### src/rtl/fetch_unit_pkg.sv
// Shared definitions for the instruction fetch unit: datapath width, NOP
// encoding, reset PC and the fetch FSM state encoding.
package fetch_unit_pkg;

  localparam int INTERNAL_BITS = 32;

  localparam logic [INTERNAL_BITS-1:0] NOP      = '0;
  localparam logic [INTERNAL_BITS-1:0] RESET_PC = '0;
  localparam logic [INTERNAL_BITS-1:0] PC_STEP  = 4;

  typedef enum logic [2:0] {
    BOOT  = 3'd0,
    REQ   = 3'd1,
    FULL  = 3'd2,
    DRAIN = 3'd3,
    HALT  = 3'd4
  } fetch_state_e;

endpackage

### src/rtl/fetch_skid.sv
// One-entry skid buffer that parks a fetched word and its PC+4 while the
// IF/ID register is stalled.
module fetch_skid
  import fetch_unit_pkg::*;
(
  input  logic                     clk,
  input  logic                     rst,
  input  logic                     load,
  input  logic                     clear,
  input  logic [INTERNAL_BITS-1:0] load_data,
  input  logic [INTERNAL_BITS-1:0] load_pc4,
  output logic [INTERNAL_BITS-1:0] data,
  output logic [INTERNAL_BITS-1:0] pc4,
  output logic                     full
);

  logic [INTERNAL_BITS-1:0] data_q, data_d;
  logic [INTERNAL_BITS-1:0] pc4_q, pc4_d;
  logic                     full_q, full_d;

  always_comb begin
    data_d = data_q;
    pc4_d  = pc4_q;
    full_d = full_q;
    if (load) begin
      data_d = load_data;
      pc4_d  = load_pc4;
      full_d = 1'b1;
    end else if (clear) begin
      data_d = '0;
      pc4_d  = '0;
      full_d = 1'b0;
    end
  end

  always_ff @(posedge clk or posedge rst) begin
    if (rst) begin
      data_q <= '0;
      pc4_q  <= '0;
      full_q <= 1'b0;
    end else begin
      data_q <= data_d;
      pc4_q  <= pc4_d;
      full_q <= full_d;
    end
  end

  assign data = data_q;
  assign pc4  = pc4_q;
  assign full = full_q;

endmodule

### src/rtl/fetch_unit.sv
// Instruction fetch stage: issues one request at a time to instruction
// memory and fills the IF/ID register, with stall skid, redirect and halt.
module fetch_unit
  import fetch_unit_pkg::*;
(
  input  logic                     clk,
  input  logic                     rst,
  input  logic                     stall,
  input  logic                     flush,
  input  logic                     redirect,
  input  logic [INTERNAL_BITS-1:0] redirect_pc,
  input  logic                     done,
  output logic                     im_req,
  output logic [INTERNAL_BITS-1:0] im_addr,
  input  logic                     im_ack,
  input  logic [INTERNAL_BITS-1:0] im_rdata,
  output logic [INTERNAL_BITS-1:0] if_instr,
  output logic [INTERNAL_BITS-1:0] if_pc4,
  output logic                     if_valid
);

  fetch_state_e state_q, state_d;
  logic [INTERNAL_BITS-1:0] pc_q, pc_d;
  logic [INTERNAL_BITS-1:0] req_addr_q, req_addr_d;
  logic [INTERNAL_BITS-1:0] if_instr_q, if_instr_d;
  logic [INTERNAL_BITS-1:0] if_pc4_q, if_pc4_d;
  logic                     if_valid_q, if_valid_d;
  logic                     halt_pending_q, halt_pending_d;
  logic                     skid_load, skid_clear, skid_full;
  logic [INTERNAL_BITS-1:0] skid_data, skid_pc4;
  logic [INTERNAL_BITS-1:0] seq_pc;

  assign seq_pc = req_addr_q + PC_STEP;

  fetch_skid u_skid (
    .clk       (clk),
    .rst       (rst),
    .load      (skid_load),
    .clear     (skid_clear),
    .load_data (im_rdata),
    .load_pc4  (seq_pc),
    .data      (skid_data),
    .pc4       (skid_pc4),
    .full      (skid_full)
  );

  always_ff @(posedge clk or posedge rst) begin
    if (rst) begin
      state_q        <= BOOT;
      pc_q           <= RESET_PC;
      req_addr_q     <= '0;
      if_instr_q     <= NOP;
      if_pc4_q       <= '0;
      if_valid_q     <= 1'b0;
      halt_pending_q <= 1'b0;
    end else begin
      state_q        <= state_d;
      pc_q           <= pc_d;
      req_addr_q     <= req_addr_d;
      if_instr_q     <= if_instr_d;
      if_pc4_q       <= if_pc4_d;
      if_valid_q     <= if_valid_d;
      halt_pending_q <= halt_pending_d;
    end
  end

  always_comb begin
    state_d        = state_q;
    pc_d           = pc_q;
    req_addr_d     = req_addr_q;
    if_instr_d     = if_instr_q;
    if_pc4_d       = if_pc4_q;
    if_valid_d     = if_valid_q;
    halt_pending_d = halt_pending_q | done;
    skid_load      = 1'b0;
    skid_clear     = 1'b0;
    // Priority inside each state: done, then redirect, then stall.
    case (state_q)
      BOOT: state_d = done ? HALT : REQ;
      REQ: begin
        if (done) begin
          state_d = im_ack ? HALT : DRAIN;
        end else if (redirect) begin
          pc_d = redirect_pc;
          if (!im_ack) state_d = DRAIN;
        end else if (im_ack) begin
          pc_d = seq_pc;
          if (stall) begin
            skid_load = 1'b1;
            state_d   = FULL;
          end else begin
            if_instr_d = im_rdata;
            if_pc4_d   = seq_pc;
            if_valid_d = 1'b1;
          end
        end
      end
      FULL: begin
        if (done) begin
          skid_clear = 1'b1;
          state_d    = HALT;
        end else if (redirect) begin
          pc_d       = redirect_pc;
          skid_clear = 1'b1;
          state_d    = REQ;
        end else if (!stall) begin
          if_instr_d = skid_data;
          if_pc4_d   = skid_pc4;
          if_valid_d = skid_full;
          skid_clear = 1'b1;
          state_d    = REQ;
        end
      end
      DRAIN: begin
        if (redirect) pc_d = redirect_pc;
        if (im_ack) state_d = halt_pending_d ? HALT : REQ;
      end
      HALT: state_d = HALT;
      default: state_d = BOOT;
    endcase
    // A fresh request starts whenever REQ is entered or the previous one completes.
    if (state_d == REQ && (state_q != REQ || im_ack)) req_addr_d = pc_d;
    if (flush) begin
      if_instr_d = NOP;
      if_pc4_d   = if_pc4_q;
      if_valid_d = 1'b0;
    end
    if (state_d == HALT) begin
      if_instr_d = NOP;
      if_valid_d = 1'b0;
    end
  end

  always_comb begin
    im_req = (state_q == REQ) || (state_q == DRAIN);
  end

  assign im_addr  = req_addr_q;
  assign if_instr = if_instr_q;
  assign if_pc4   = if_pc4_q;
  assign if_valid = if_valid_q;

endmodule

### config.mk
export PLATFORM = sky130hd
export DESIGN_NAME = fetch_unit
export DESIGN_NICKNAME = d
export VERILOG_FILES = /design/src/rtl/fetch_unit_pkg.sv /design/src/rtl/fetch_skid.sv /design/src/rtl/fetch_unit.sv
export SDC_FILE = /design/constraint.sdc
export NUM_CORES = 1
export LEC_CHECK = 0
export ABC_AREA = 1
export BUFFER_PORTS_ARGS = -buffer_cell sky130_fd_sc_hd__buf_2
export CAP_MARGIN = 20
export CORE_MARGIN = 4
export CORE_UTILIZATION = 50
export CTS_CLUSTER_SIZE = 16
export DETAILED_ROUTE_END_ITERATION = 16
export GPL_ROUTABILITY_DRIVEN = 0
export PLACE_DENSITY_LB_ADDON = 0.08
export REMOVE_ABC_BUFFERS = 1
export SLEW_MARGIN = 20
export SYNTH_ARGS = -nofsm -noshare
export SYNTH_HDL_FRONTEND = slang
export SYNTH_SLANG_ARGS = --single-unit
### constraint.sdc
create_clock -name clk -period 8 [get_ports clk]
set_input_delay 0.8 -clock clk [delete_from_list [all_inputs] [get_ports clk]]
set_output_delay 0.8 -clock clk [all_outputs]
set_load 0.01 [all_outputs]
==> impl_metrics.csv <==
group,metric,value,unit
drt,wl_met2,13200,µm
synth,synth-compound-area-share,20.6,%
critical_path,start_kind,"input port",
final_layout,final_common_cell,"nand2_1",
global_route,antenna_found_initial,0,
power_and_ir_drop,vdd_drop_max,0.000148,V
drt,detail_route.vias_per_cell,5.59,
critical_path,reg2reg_depth,10,
status,status,"finished, final reports clean",
global_route,grt_pass1_vias,9018,
drt,vias,9895,
synth,ys_seq_area_share,45.9,%
synth,synth_top_area_cell,"dfrtp_1",
clock_tree,clock_latency,0.44,ns
floorplanning,die_y,155,µm
global_route,overflow,0,
synth,netlist.area_leader.share,45.9,%
synth,synth_area_leaders,"dfrtp_1, nand2_1, o21ai_0",
final_layout,layout-drive-gt1-share,18.0,%
drt,postRouteWirelength,30400,µm
synth,avgSynthCellArea,7.90,µm²
sta,worst_slew_pin_slew,0.981,ns
final_layout,fin_nets,1555,
placement,dpl-instance-area,11600,µm²
floorplanning,core,21100,µm²
critical_path,cp.required,8.33,ns
clock_tree,cts-resized-gates,0,
synth,synth-xor-area-share,0.974,%
clock_tree,cts_tree,"built",
drt,drtIter0Drc,875,
clock_tree,numCtsBuffers,17,
synth,ys_types,50,
sta,finalCritPeriodShare,41.9,%
floorplanning,initial_utilization,51.1,%
final_layout,stdcell_area,12300,µm²
clock_tree,cts_hold_buf,0,
critical_path,arrival,3.68,ns
drt,topRoutingLayerUsed,"met4",
min_path,hold_class,"input port to asynchronous set/reset pin",
global_route,track_usage,25.0,%
critical_path,regToRegSetupSlack,5.05,ns
sta,clock-skew-final,0.0196,ns
floorplanning,die_area,24000,µm²
final_layout,synthToLayoutAreaGrowth,13.7,%
drt,wl_met1,14200,µm
synth,ys_ff_latch,198,
placement,port-buffer-count,168,
critical_path,critPathKind,"input port to flop",
power_and_ir_drop,power_per_cell_area,290,nW/µm²
clock_tree,cts_sinks,198,
drt,dr_wl_met3,2150,µm
clock_tree,cts-root-buf,"clkbuf_16",
critical_path,r2r_end,"if_pc4[13]",
sta,fmax,298,MHz
synth,ys_warn_count,0,
sta,timing.final.setup_violations,0,
floorplanning,ios,169,
drt,ant_nets,0,
critical_path,critPathMaxFanout,71,
clock_tree,htree_levels,4,
synth,netlist_instances,1365,
floorplanning,num_rows,53,
synth,synth_fa_ha_area_share,0.116,%
final_layout,post-route-util,58.1,%
synth,synthMuxAreaShare,2.41,%
critical_path,cp-end-kind,"flop",
sta,finalCriticalPeriod,3.36,ns
sta,rsz0062_at_grt,"false",
clock_tree,clkTransAtPathRegs,0.08,ns
run,drv_cap,0,
synth,synth_top_family_by_area,"simple AND/OR/NAND/NOR gates",
floorplanning,dieWidth,155,µm
clock_tree,cts_setup_buffers,0,
synth,synth-simple-area-share,22.0,%
global_route,grt_max_degree,147,
placement,dpl.hpwl,20000,µm
global_route,grt_pass1_wl,48400,µm
power_and_ir_drop,leakagePower,5.90,nW
sta,slew_violations,0,
drt,wl_per_cell,17.1,µm
sta,hold_violations,0,
synth,syn_area,10800,µm²
drt,first_pass_iters,5,
critical_path,r2r-start,"state_q[0]",
clock_tree,cts_buffer_depth,2,
final_layout,antenna_cells,0,
final_layout,final_cell_mix,"nand2_1, dfrtp_1, buf_2, nor2_1, o21ai_0",
sta,slew_headroom,34.6,%
drt,drc_errors,0,
sta,finalSetupTns,0,ns
cells by family after synthesis:
logic type | count (synthesis)
compound gates | 375
simple gates | 562
flops | 198
fa+ha+maj | 1
buf+inv | 191
mux | 26
xor+xnor | 12
sequential cells by signal, indices dropped and copies added (netlist names), 3 cells and up:
register,count
u_skid.pc4,32
im_addr,32
u_skid.data,32
if_instr,32
state_q,3
if_pc4,32
pc_q,32
layout make-up:
type                       count  area, µm²
clock buffer                  17        425
clock inverter                15        180
fill                        2002       8830
inverter                     110        429
multi-input combinational    976       4990
sequential                   198       4950
tap                          275        344
timing repair buffer         180        938
per-layer routing:
layer  track usage, %  vias up
li1                 -     4800
met1             37.5     4651
met2             37.4      385
met3             3.62       59
met4             8.66        0
met5                0        -
worst max-delay path by stage:
stage             start        endpoint  depth (start not counted)
2_1_floorplan       rst  halt_pending_q                          1
3_3_place_gp   redirect      if_pc4[12]                         10
3_5_place_dp   redirect      if_pc4[18]                         10
4_1_cts        redirect      if_pc4[12]                         10
5_1_grt        redirect        if_valid                         11
6_report       redirect      if_pc4[13]                         10
worst max-delay path, stage by stage:
cell,delay [ns]
buf_2,0.07
buf_4,0.42
nor2_4,0.09
inv_2,0.47
nor2_1,0.08
nand4_1,0.13
or2_2,0.11
buf_4,0.58
clkinv_2,0.53
o21a_1,0.31
synthesized netlist by cell type (all sizes together):
master	n
nor3	15
nand4	8
and3	1
and2	3
nand3b	1
inv	108
a21oi	103
a21o	1
o22ai	36
o311ai	1
dfrtp	198
a21boi	6
nand3	56
o21ai	150
a32o	3
a211oi	6
o211ai	6
o2111ai	7
clkinv	2
or2	22
buf	41
xor2	8
clkbuf	40
mux2i	26
a22o	30
xnor2	4
a31oi	2
nand2	312
ha	1
o21a	16
nor2	144
o21bai	8
where the power goes:
group	total, mW	internal (mW)	switching, mW
Combinational	1.08	0.415	0.669
Clock	0.879	0.428	0.451
Sequential	1.59	1.30	0.294
per-stage QoR:
| stage | instances | power [mW] | setup WS (ns) | hold WS, ns |
|---|---|---|---|---|
| after floorplan | 1284 | 2.23 | 1.80 | 0.437 |
| after global placement | 1738 | 2.65 | 4.26 | 0.452 |
| after detailed placement | 1738 | 2.68 | 4.20 | 0.462 |
| after CTS | 1770 | 3.56 | 4.66 | 0.482 |
| after global routing | 1771 | 3.79 | 4.33 | 0.503 |
| final | 1771 | 3.55 | 4.64 | 0.455 |
(Power assumes the default switching activity.)
